### src/rtl/hazard_ctrl.sv
// hazard_ctrl: pipeline hazard controller for the 5-stage RV32I core.
// Shadows the in-flight instructions (EX/MEM/WB) from decode information and
// derives stall, flush and EX operand-forwarding controls.
//
// Ports:
//   i_clk, i_reset        clock, synchronous active-high reset
//   i_id_*                decoded fields of the instruction currently in ID
//   i_ex_redirect         EX instruction is a taken branch/jump
//   i_lsu_ready           LSU completes the MEM-stage access this cycle
//   o_stall_pc/ifid/back  hold PC / IF-ID / back-end pipeline registers
//   o_flush_ifid/idex     turn IF-ID / ID-EX into a bubble at the next edge
//   o_fwd_a_sel/b_sel     EX operand select: 00 regfile, 01 MEM ALU, 10 WB data
//   o_mem_err             sticky MEM-wait timeout flag
//   o_bubble_cnt          saturating count of inserted bubbles
module hazard_ctrl #(
    parameter int unsigned REG_AW = 5,
    parameter int unsigned CNT_W  = 16,
    parameter int unsigned MEM_TO = 64
) (
    input  logic              i_clk,
    input  logic              i_reset,
    input  logic              i_id_vld,
    input  logic [REG_AW-1:0] i_id_rs1_addr,
    input  logic              i_id_rs1_use,
    input  logic [REG_AW-1:0] i_id_rs2_addr,
    input  logic              i_id_rs2_use,
    input  logic [REG_AW-1:0] i_id_rd_addr,
    input  logic              i_id_rd_wren,
    input  logic              i_id_is_load,
    input  logic              i_id_is_mem,
    input  logic              i_ex_redirect,
    input  logic              i_lsu_ready,
    output logic              o_stall_pc,
    output logic              o_stall_ifid,
    output logic              o_stall_back,
    output logic              o_flush_ifid,
    output logic              o_flush_idex,
    output logic [1:0]        o_fwd_a_sel,
    output logic [1:0]        o_fwd_b_sel,
    output logic              o_mem_err,
    output logic [CNT_W-1:0]  o_bubble_cnt
);

    localparam int unsigned WCNT_W = $clog2(MEM_TO + 1);

    // Later stages keep only the fields something downstream still consumes:
    // operand addresses matter only while the insn sits in EX, load/mem flags
    // only up to MEM.
    typedef struct packed {
        logic              vld;
        logic [REG_AW-1:0] rd;
        logic              wren;
        logic              is_load;
        logic              is_mem;
        logic [REG_AW-1:0] rs1;
        logic              rs1_use;
        logic [REG_AW-1:0] rs2;
        logic              rs2_use;
    } ex_stage_t;

    typedef struct packed {
        logic              vld;
        logic [REG_AW-1:0] rd;
        logic              wren;
        logic              is_load;
        logic              is_mem;
    } mem_stage_t;

    typedef struct packed {
        logic              vld;
        logic [REG_AW-1:0] rd;
        logic              wren;
    } wb_stage_t;

    typedef enum logic {
        ST_RUN,
        ST_MEMWAIT
    } state_t;

    ex_stage_t   ex_q,  ex_d;
    mem_stage_t  mem_q, mem_d;
    wb_stage_t   wb_q,  wb_d;
    state_t      state_q, state_d;
    logic [WCNT_W-1:0] wait_cnt_q, wait_cnt_d;
    logic              mem_err_q, mem_err_d;
    logic [CNT_W-1:0]  bubble_cnt_q, bubble_cnt_d;

    logic mem_wait;
    logic redirect;
    logic load_use;
    logic timeout_now;

    function automatic logic [1:0] fwd_sel(
        input logic              vld,
        input logic              use_rs,
        input logic [REG_AW-1:0] rs,
        input mem_stage_t        m,
        input wb_stage_t         w
    );
        logic [1:0] sel;
        sel = 2'b00;
        if (vld && use_rs && rs != '0) begin
            if (m.vld && m.wren && !m.is_load && m.rd == rs)
                sel = 2'b01;
            else if (w.vld && w.wren && w.rd == rs)
                sel = 2'b10;
        end
        return sel;
    endfunction

    always_comb begin
        // Every control is gated by reset so the reset cycle itself is quiet.
        mem_wait = !i_reset && mem_q.vld && mem_q.is_mem && !i_lsu_ready;
        redirect = !i_reset && !mem_wait && i_ex_redirect && ex_q.vld;
        load_use = !i_reset && !mem_wait && !redirect && ex_q.vld && ex_q.is_load &&
                   (ex_q.rd != '0) && i_id_vld &&
                   ((i_id_rs1_use && i_id_rs1_addr == ex_q.rd) ||
                    (i_id_rs2_use && i_id_rs2_addr == ex_q.rd));

        // wait_cnt_q holds the number of wait cycles already completed, so the
        // current cycle is wait number wait_cnt_q+1.
        timeout_now = mem_wait && (32'(wait_cnt_q) + 32'd1 >= MEM_TO);

        o_stall_pc   = mem_wait || load_use;
        o_stall_ifid = mem_wait || load_use;
        o_stall_back = mem_wait;
        o_flush_ifid = redirect;
        o_flush_idex = redirect || load_use;
        o_fwd_a_sel  = i_reset ? 2'b00 : fwd_sel(ex_q.vld, ex_q.rs1_use, ex_q.rs1, mem_q, wb_q);
        o_fwd_b_sel  = i_reset ? 2'b00 : fwd_sel(ex_q.vld, ex_q.rs2_use, ex_q.rs2, mem_q, wb_q);
        o_mem_err    = mem_err_q || timeout_now;
        o_bubble_cnt = bubble_cnt_q;

        mem_err_d = o_mem_err;

        bubble_cnt_d = bubble_cnt_q;
        if ((redirect || load_use) && bubble_cnt_q != '1)
            bubble_cnt_d = bubble_cnt_q + 1'b1;

        state_d = state_q;
        case (state_q)
            ST_RUN:     if (mem_wait) state_d = ST_MEMWAIT;
            ST_MEMWAIT: if (i_lsu_ready) state_d = ST_RUN;
            default:    state_d = ST_RUN;
        endcase

        wait_cnt_d = '0;
        if (mem_wait) begin
            if (state_q == ST_RUN)
                wait_cnt_d = WCNT_W'(1);
            else if (wait_cnt_q != WCNT_W'(MEM_TO))
                wait_cnt_d = wait_cnt_q + 1'b1;
            else
                wait_cnt_d = wait_cnt_q;
        end

        ex_d  = ex_q;
        mem_d = mem_q;
        wb_d  = wb_q;
        if (!mem_wait) begin
            wb_d.vld      = mem_q.vld;
            wb_d.rd       = mem_q.rd;
            wb_d.wren     = mem_q.wren;
            mem_d.vld     = ex_q.vld;
            mem_d.rd      = ex_q.rd;
            mem_d.wren    = ex_q.wren;
            mem_d.is_load = ex_q.is_load;
            mem_d.is_mem  = ex_q.is_mem;
            ex_d.vld      = i_id_vld && !o_flush_idex;
            ex_d.rd       = i_id_rd_addr;
            ex_d.wren     = i_id_rd_wren;
            ex_d.is_load  = i_id_is_load;
            ex_d.is_mem   = i_id_is_mem;
            ex_d.rs1      = i_id_rs1_addr;
            ex_d.rs1_use  = i_id_rs1_use;
            ex_d.rs2      = i_id_rs2_addr;
            ex_d.rs2_use  = i_id_rs2_use;
        end
    end

    always_ff @(posedge i_clk) begin
        if (i_reset) begin
            ex_q         <= '0;
            mem_q        <= '0;
            wb_q         <= '0;
            state_q      <= ST_RUN;
            wait_cnt_q   <= '0;
            mem_err_q    <= 1'b0;
            bubble_cnt_q <= '0;
        end else begin
            ex_q         <= ex_d;
            mem_q        <= mem_d;
            wb_q         <= wb_d;
            state_q      <= state_d;
            wait_cnt_q   <= wait_cnt_d;
            mem_err_q    <= mem_err_d;
            bubble_cnt_q <= bubble_cnt_d;
        end
    end

endmodule

### config.mk
export PLATFORM = sky130hd
export DESIGN_NAME = hazard_ctrl
export DESIGN_NICKNAME = d
export VERILOG_FILES = /design/src/rtl/hazard_ctrl.sv
export SDC_FILE = /design/constraint.sdc
export NUM_CORES = 1
export LEC_CHECK = 0
export CORE_ASPECT_RATIO = 1.5
export CORE_UTILIZATION = 29
export CTS_BUF_LIST = sky130_fd_sc_hd__clkbuf_8
export CTS_CLUSTER_DIAMETER = 30
export DETAILED_ROUTE_END_ITERATION = 12
export PLACE_DENSITY = 0.48
export SYNTH_ARGS = -nofsm -noshare
export SYNTH_HDL_FRONTEND = slang
export SYNTH_SLANG_ARGS = --single-unit
### constraint.sdc
create_clock -name i_clk -period 3.1 [get_ports i_clk]
set_clock_uncertainty 0.1 [all_clocks]
set_input_delay 0.775 -clock i_clk [delete_from_list [all_inputs] [get_ports i_clk]]
set_output_delay 0.775 -clock i_clk [all_outputs]
set_load 0.05 [all_outputs]
== Yosys cells after proc, flatten, opt, wreduce, memory -nomap -nowiden ==
Index checks and enable logic that the tools add are counted.
Word-level totals
  bits in registers: 62
  bits of input ports: 25
  output and inout bits: 26
  word-level logic and storage cells: 93
Operators by class
  add/subtract/negate cells: 3
  magnitude comparators: 1
  eq/ne operators: 9
  multiplexer cells: 13
  bitwise logic cells: 2
  reduce and logical (&&, ||, !) cells: 43
Operators by type and width (count)
  5-bit == test: 6
  1-bit logical AND: 28
  16-bit by 1-bit adder with 16-bit output, second input constant: 1
  2-bit 2-to-1 mux: 8
  16-bit inequality test, second input constant: 1
  5-bit nonzero test: 3
  7-bit by 1-bit adder with 8-bit output, second input constant: 1
  8-bit by 7-bit greater-or-equal comparator with 1-bit output, second input constant: 1
  7-bit by 1-bit adder with 7-bit output, second input constant: 1
  7-bit inequality test, second input constant: 1
  1-bit logical NOT: 6
  1-bit logical OR: 4
  1-bit 2-to-1 mux: 4
  3-bit OR reduction: 1
  2-bit by 1-bit inequality test with 1-bit output, second input constant: 1
  1-bit NOT: 2
  1-bit one-hot mux with 2 select lines: 1
  2-bit OR reduction: 1

== Depth between registers and ports, before layout ==
Gate-level depths: netlist of run 1.
  word-level depth: 18
  mapped depth: 8
  gate-level depth less buffers: 7

== Worst setup path before layout of run 1 ==
OpenSTA, ideal clock, no wires.
  path kind: input-to-output
  from: in i_reset
  to: out o_stall_pc
  data arrival time: 2.684 ns
  required time: 2.225 ns
  setup slack: -0.459 ns
  cell stages on the path: 7
  path buffers: 4
  path through: buf_2 > or3_1 > clkbuf_1 > inv_1 > buf_2 > a41o_1 > buf_4
Between the ends
  word-level cells in the longest chain between the ends: 16
Ends and longest elaborated chain
  start: declaration: line 21  | input logic i_reset,
  1-bit logical NOT (*): line 113  | mem_wait = !i_reset && mem_q.vld && mem_q.is_mem && !i_lsu_ready;
  1-bit logical AND (*) (3 in a row): line 113
  via o_stall_back: line 35  | output logic o_stall_back,
  1-bit logical NOT
  1-bit logical AND: line 114, 115
  1-bit logical AND (2 in a row): line 114  | redirect = !i_reset && !mem_wait && i_ex_redirect && ex_q.vld;
  1-bit logical NOT: line 115  | load_use = !i_reset && !mem_wait && !redirect && ex_q.vld && ex_q.is_load &&
  1-bit logical AND (4 in a row): line 115
  1-bit logical AND (2 in a row): line 116  | (ex_q.rd != '0) && i_id_vld &&
  1-bit logical OR (*)
  end: declaration: line 33  | output logic o_stall_pc,
The timed path passes the listed nets; every way through them passes the cells marked *.

== Worst setup path after layout of run 1 ==
  from: in i_id_rs2_addr[0]
  to: out o_stall_pc
Between the ends
  word-level cells in the longest chain between the ends: 5
Ends and longest elaborated chain
  start: declaration: line 25  | input logic [REG_AW-1:0] i_id_rs2_addr,
  5-bit == test: line 118  | (i_id_rs2_use && i_id_rs2_addr == ex_q.rd));
  1-bit logical AND: line 118
  1-bit logical OR: line 117  | ((i_id_rs1_use && i_id_rs1_addr == ex_q.rd) ||
  1-bit logical AND: line 116
  1-bit logical OR: line 124  | o_stall_pc = mem_wait || load_use;
Every way passes these cells.

==> impl_metrics.env, run 1 <==
export IMPL_status="finished clean"
export IMPL_min_delay_path_class="reg2reg"
export IMPL_r2r_slack_ns=0.78
export IMPL_routed_wl_mm=7.93
export IMPL_hpwlAfterDp_mm=5.75
export IMPL_rr_worst_depth=7
export IMPL_clock_latency_ns=0.34
export IMPL_finalSetupViolations=0
export IMPL_p_leak_nw=1.44
export IMPL_initial_core_util=0.297
export IMPL_max_freq_ghz=0.331
export IMPL_netlist_top_cells_count="62 x dfxtp_1, 28 x nand2_1, 27 x xnor2_1"
export IMPL_grt_start_max_net_pins=30
export IMPL_synth_edff_count=0
export IMPL_drv_cap=0
export IMPL_drive_gt1_frac=0.146
export IMPL_maxSlewHeadroom=0.662
export IMPL_syn_inst=309
export IMPL_wire_per_inst_um=16.1
export IMPL_grt_pass1_vias=2578
export IMPL_powerDensity_nw_per_um2=418
export IMPL_cts_buffer_depth=2
export IMPL_nNetsFinal=400
export IMPL_ir_drop_v=0.000175
export IMPL_synth_area_per_cell_um2=9.25
export IMPL_finalCriticalPeriod_ns=3.02
export IMPL_async_reset_ff_frac=0
export IMPL_initialDrtViolationCount=108
export IMPL_dp_slack_ns=-0.101
export IMPL_netlist_area_um2=2860
export IMPL_finalPower_mw=1.61
export IMPL_vias=2533
export IMPL_htree_levels=3
export IMPL_yosysTopAreaCellShare=0.434
export IMPL_synthTopCellsByArea="dfxtp_1 43%, xnor2_1 8.3%, a22o_1 7.7%"
export IMPL_clkTransAtPathRegs_ns=0.06
export IMPL_track_usage=0.163
export IMPL_place_area_um2=3680
export IMPL_rows=44
export IMPL_drc_errors=0
export IMPL_cts_buffers=9
export IMPL_final_area_um2=3860
export IMPL_clock_sinks=62
export IMPL_syn2layout_area_growth_pct=34.9
export IMPL_syn_nets=337
export IMPL_drtPass1Iterations=4
export IMPL_cts_root_buf="clkbuf_8"
export IMPL_setup_slack_ns=0.0750
export IMPL_synth_yosys_seq_area_share=0.434
export IMPL_core_area_um2=9630
export IMPL_place_congestion=0.758
export IMPL_yosys_cell_count_top_type="dfxtp_1"
export IMPL_required_ns=2.22
export IMPL_portBuffers=50
export IMPL_postCtsSetupRepairBufs=0
export IMPL_drtAntennaViolNets=0
export IMPL_hold_depth=2
export IMPL_worst_setup_path_end_kind="primary output"
export IMPL_ys_seq_elements=62
export IMPL_synth_area_leader_cell="dfxtp_1"
export IMPL_ys_flop_type="dfxtp_1"
export IMPL_slew_violations=0
export IMPL_grt_pass1_wl_mm=12.9
export IMPL_finalHoldViolations=0
export IMPL_criticalPathCategory="in2out"
export IMPL_rsz0062_at_grt="false"
export IMPL_setup_tns_final_ns=0
export IMPL_dieArea_um2=10300
export IMPL_die_y_um=124
export IMPL_arrival_ns=2.15
export IMPL_ioPinCount=51
export IMPL_avgViaCountPerCell=5.16
export IMPL_start_kind="primary input"
export IMPL_finalCritPeriodShare=0.976
export IMPL_gr_total_overflow=0
export IMPL_synth_distinct_cells=42
export IMPL_diodes=0
export IMPL_die_w_um=83.1
export IMPL_cts_tree="built"
export IMPL_ys_warnings_count=0
export IMPL_cp_max_fo=2
export IMPL_antenna_found_initial=0
export IMPL_worst_pin_slew_ns=0.505
-- worst paths after layout --
kind / from / end
max: i_id_rs2_addr[0] / o_stall_pc
min: ex_q[12] / mem_q[0]
min reg2reg: ex_q[12] / mem_q[0]
max reg2reg: ex_q[18] / o_bubble_cnt[11]
-- critical path: stages --
cell and delay [ns]:
clkdlybuf4s50_1 0.52, xnor2_1 0.13, nand2_1 0.11, o22ai_4 0.20, a41o_4 0.27, buf_12 0.14
-- repair_timing --
item	4_1_cts	5_1_grt
pin swaps	4	2
endpoints found under the setup margin	7	3
gates resized for setup	11	2
hold buffers	0	0
endpoints found under the hold margin	0	0
-- registers in the layout (all words and copies together) (netlist names) --
register      flops
ex_q             21
mem_err_q         1
mem_q             9
o_bubble_cnt     16
state_q           1
wait_cnt_q        7
wb_q              7
-- layer usage --
metal  up-vias  routed length, µm  track usage
met4         0                280       0.0991
met2        50               3990        0.288
met3        17                277       0.0378
met1      1212               3380        0.179
met5         -                  0            0
li1       1254                  -            -
-- through the flow --
step           hold slack [ns]  utilization  instances
6_report                 0.373        0.400        491
5_1_grt                  0.392        0.400        491
4_1_cts                  0.378        0.399        491
3_5_place_dp             0.362        0.382        476
3_3_place_gp             0.355        0.382        476
2_1_floorplan            0.340            -        309
-- report_power, final --
| group | internal [mW] | switching (mW) | leakage [nW] |
|---|---|---|---|
| logic | 0.0766 | 0.0625 | 0.831 |
| clock network | 0.319 | 0.302 | 0.0990 |
| registers | 0.820 | 0.0306 | 0.507 |
-- layout by cell type, fill, tap and decap left out, drive strengths merged, types with 2 or more instances in the layout --
master,synthesis,routed
dfxtp,62,62
clkdlybuf4s50,0,31
buf,9,29
nand2,28,28
xnor2,27,27
a22o,25,25
a21oi,21,21
nor2,17,17
nand3,16,16
inv,9,12
clkbuf,8,11
xor2,9,9
or4,9,9
o31ai,8,8
dlygate4sd2,0,8
and3,8,8
nor3,7,7
o311ai,5,5
nand4,4,4
and4,4,4
or3,3,3
nand3b,3,3
nor4,3,3
o21ai,3,3
ha,3,3
o211ai,2,2
and2,2,2
o41ai,2,2
-- final cells by class --
type	instances	area, µm²
inverters	9	36.3
flip-flops and latches	62	1240
clock inverters	4	16.3
clock buffers	11	151
well taps	115	144
repair buffers	69	736
fillers	1001	5780
multi-input cells	221	1530
-- kinds of logic (layout without fill, tap and decap cells) --
logic type	count (synthesis)	in the layout	share of synthesized area
muxes	1	1	0.00525
buffers and inverters	26	93	0.0416
adders and majority gates	3	3	0.0131
DFF	62	62	0.434
and+or+nand+nor	107	107	0.195
AOI/OAI and AO/OA	74	74	0.200
xor gates and xnor gates	36	36	0.110
Note: power is estimated with default switching activity, not from simulation.
==> run 2, diff against run 1 <==
CORE_UTILIZATION = 35   (was 29)
PLACE_DENSITY = 0.56   (was 0.48)
==> impl_metrics.env, run 2 (synthesis gave the netlist of run 1 again) <==
export IMPL_maxSlewHeadroom=0.657
export IMPL_drv_cap=0
export IMPL_die_y_um=113
export IMPL_drive_gt1_frac=0.144
export IMPL_postCtsSetupRepairBufs=0
export IMPL_antenna_found_initial=0
export IMPL_finalPower_mw=1.60
export IMPL_nFillCells=762
export IMPL_hpwlAfterDp_mm=5.31
export IMPL_initial_core_util=0.359
export IMPL_die_w_um=75.8
export IMPL_status="finished clean"
export IMPL_vias=2527
export IMPL_powerDensity_nw_per_um2=417
export IMPL_rsz0062_at_grt="false"
export IMPL_final_core_util=0.482
export IMPL_finalSetupViolations=0
export IMPL_crit_chain="clkdlybuf4s50_1 > xnor2_1 > nand2_1 > o22ai_4 > a41o_4 > buf_12"
export IMPL_p_leak_nw=1.43
export IMPL_worst_pin_slew_ns=0.513
export IMPL_arrival_ns=2.19
export IMPL_place_area_um2=3670
export IMPL_r2r_slack_ns=0.75
export IMPL_min_delay_path_class="reg2reg"
export IMPL_grt_pass1_wl_mm=11.6
export IMPL_rows=40
export IMPL_final_area_um2=3840
export IMPL_clock_latency_ns=0.34
export IMPL_finalHoldViolations=0
export IMPL_finalCriticalPeriod_ns=3.06
export IMPL_regArea_um2=1240
export IMPL_slew_violations=0
export IMPL_final_common_cell="dfxtp_1"
export IMPL_multi_input_area_um2=1530
export IMPL_syn2layout_area_growth_pct=34.3
export IMPL_place_inst=466
export IMPL_gr_total_overflow=0
export IMPL_start_kind="primary input"
export IMPL_htree_levels=3
export IMPL_cts_hold_buffers=0
export IMPL_drtPass1Iterations=4
export IMPL_avgViaCountPerCell=5.25
export IMPL_drc_errors=0
export IMPL_worst_setup_path_end_kind="primary output"
export IMPL_criticalPathCategory="in2out"
export IMPL_core_area_um2=7960
export IMPL_finalCritPeriodShare=0.987
export IMPL_portBuffers=50
export IMPL_required_ns=2.22
export IMPL_dieArea_um2=8540
export IMPL_stdcell_count=481
export IMPL_grt_start_max_net_pins=28
export IMPL_cp_max_fo=2
export IMPL_cts_buffers=9
export IMPL_ir_drop_v=0.000196
export IMPL_grt_pass1_vias=2372
export IMPL_initialDrtViolationCount=130
export IMPL_diodes=0
export IMPL_wire_per_inst_um=15.1
export IMPL_routed_wl_mm=7.26
export IMPL_clkTransAtPathRegs_ns=0.06
export IMPL_ioPinCount=51
export IMPL_place_congestion=0.826
export IMPL_drtAntennaViolNets=0
export IMPL_cts_tree="built"
export IMPL_layout_common_cells="62 x dfxtp_1, 31 x clkdlybuf4s50_1, 28 x nand2_1"
export IMPL_top_register="ex_q"
export IMPL_cts_buffer_depth=2
export IMPL_max_freq_ghz=0.327
export IMPL_cp_slowest_cell="clkdlybuf4s50_1"
export IMPL_clock_sinks=62
export IMPL_max_stage_delay_ns=0.52
export IMPL_largest_register_ffs=21
export IMPL_nNetsFinal=400
export IMPL_track_usage=0.186
export IMPL_cts_root_buf="clkbuf_8"
-- run 2: report_power, final --
group	internal (mW)	switching, mW	total (mW)
clock	0.319	0.295	0.614
combinational	0.0765	0.0608	0.137
sequential	0.820	0.0300	0.850
-- run 2: final cells by class --
class / instances / share of cell area
inverter: 9 / 0.00945
timing repair buffer: 69 / 0.191
sequential: 62 / 0.323
clock buffer: 11 / 0.0394
tap: 105 / 0.0342
clock inverter: 4 / 0.00424
multi-input combinational: 221 / 0.399
-- run 2: routing by layer --
layer | share of wire | global-route usage | up-vias
li1 | - | - | 1261
met5 | 0 | 0 | -
met2 | 0.50 | 0.299 | 64
met1 | 0.44 | 0.221 | 1191
met3 | 0.041 | 0.0650 | 11
met4 | 0.023 | 0.0778 | 0
-- run 2: final timing paths --
check                   start          endpoint  cells after the start
min reg2reg          ex_q[12]          mem_q[0]                      2
min                  ex_q[12]          mem_q[0]                      2
max reg2reg          ex_q[19]  o_bubble_cnt[13]                      7
max          i_id_rs2_addr[0]        o_stall_pc                      6
-- run 2: worst max-delay path, delay by kind of cell --
kind / cells / cell delay, ns
AO/OA/AOI/OAI: 2 / 0.51
AND/OR/NAND/NOR: 1 / 0.10
XOR/XNOR: 1 / 0.13
buffers and inverters: 2 / 0.66
-- run 2: through the flow --
step / worst slack [ns] / TNS (ns) / hold WS [ns]
CTS: 0.0255 / 0 / 0.380
global route: 0.00444 / 0 / 0.393
detailed placement: -0.208 / -1.85 / 0.365
finish: 0.0391 / 0 / 0.368
floorplan: 0.00561 / 0 / 0.340
global placement: -0.235 / -1.83 / 0.364
-- run 2: timing repair --
item                                    4_1_cts  5_1_grt
endpoints found under the setup margin        7        2
resized for setup                            11        1
pin swaps                                     4        1
hold endpoints to repair                      0        0
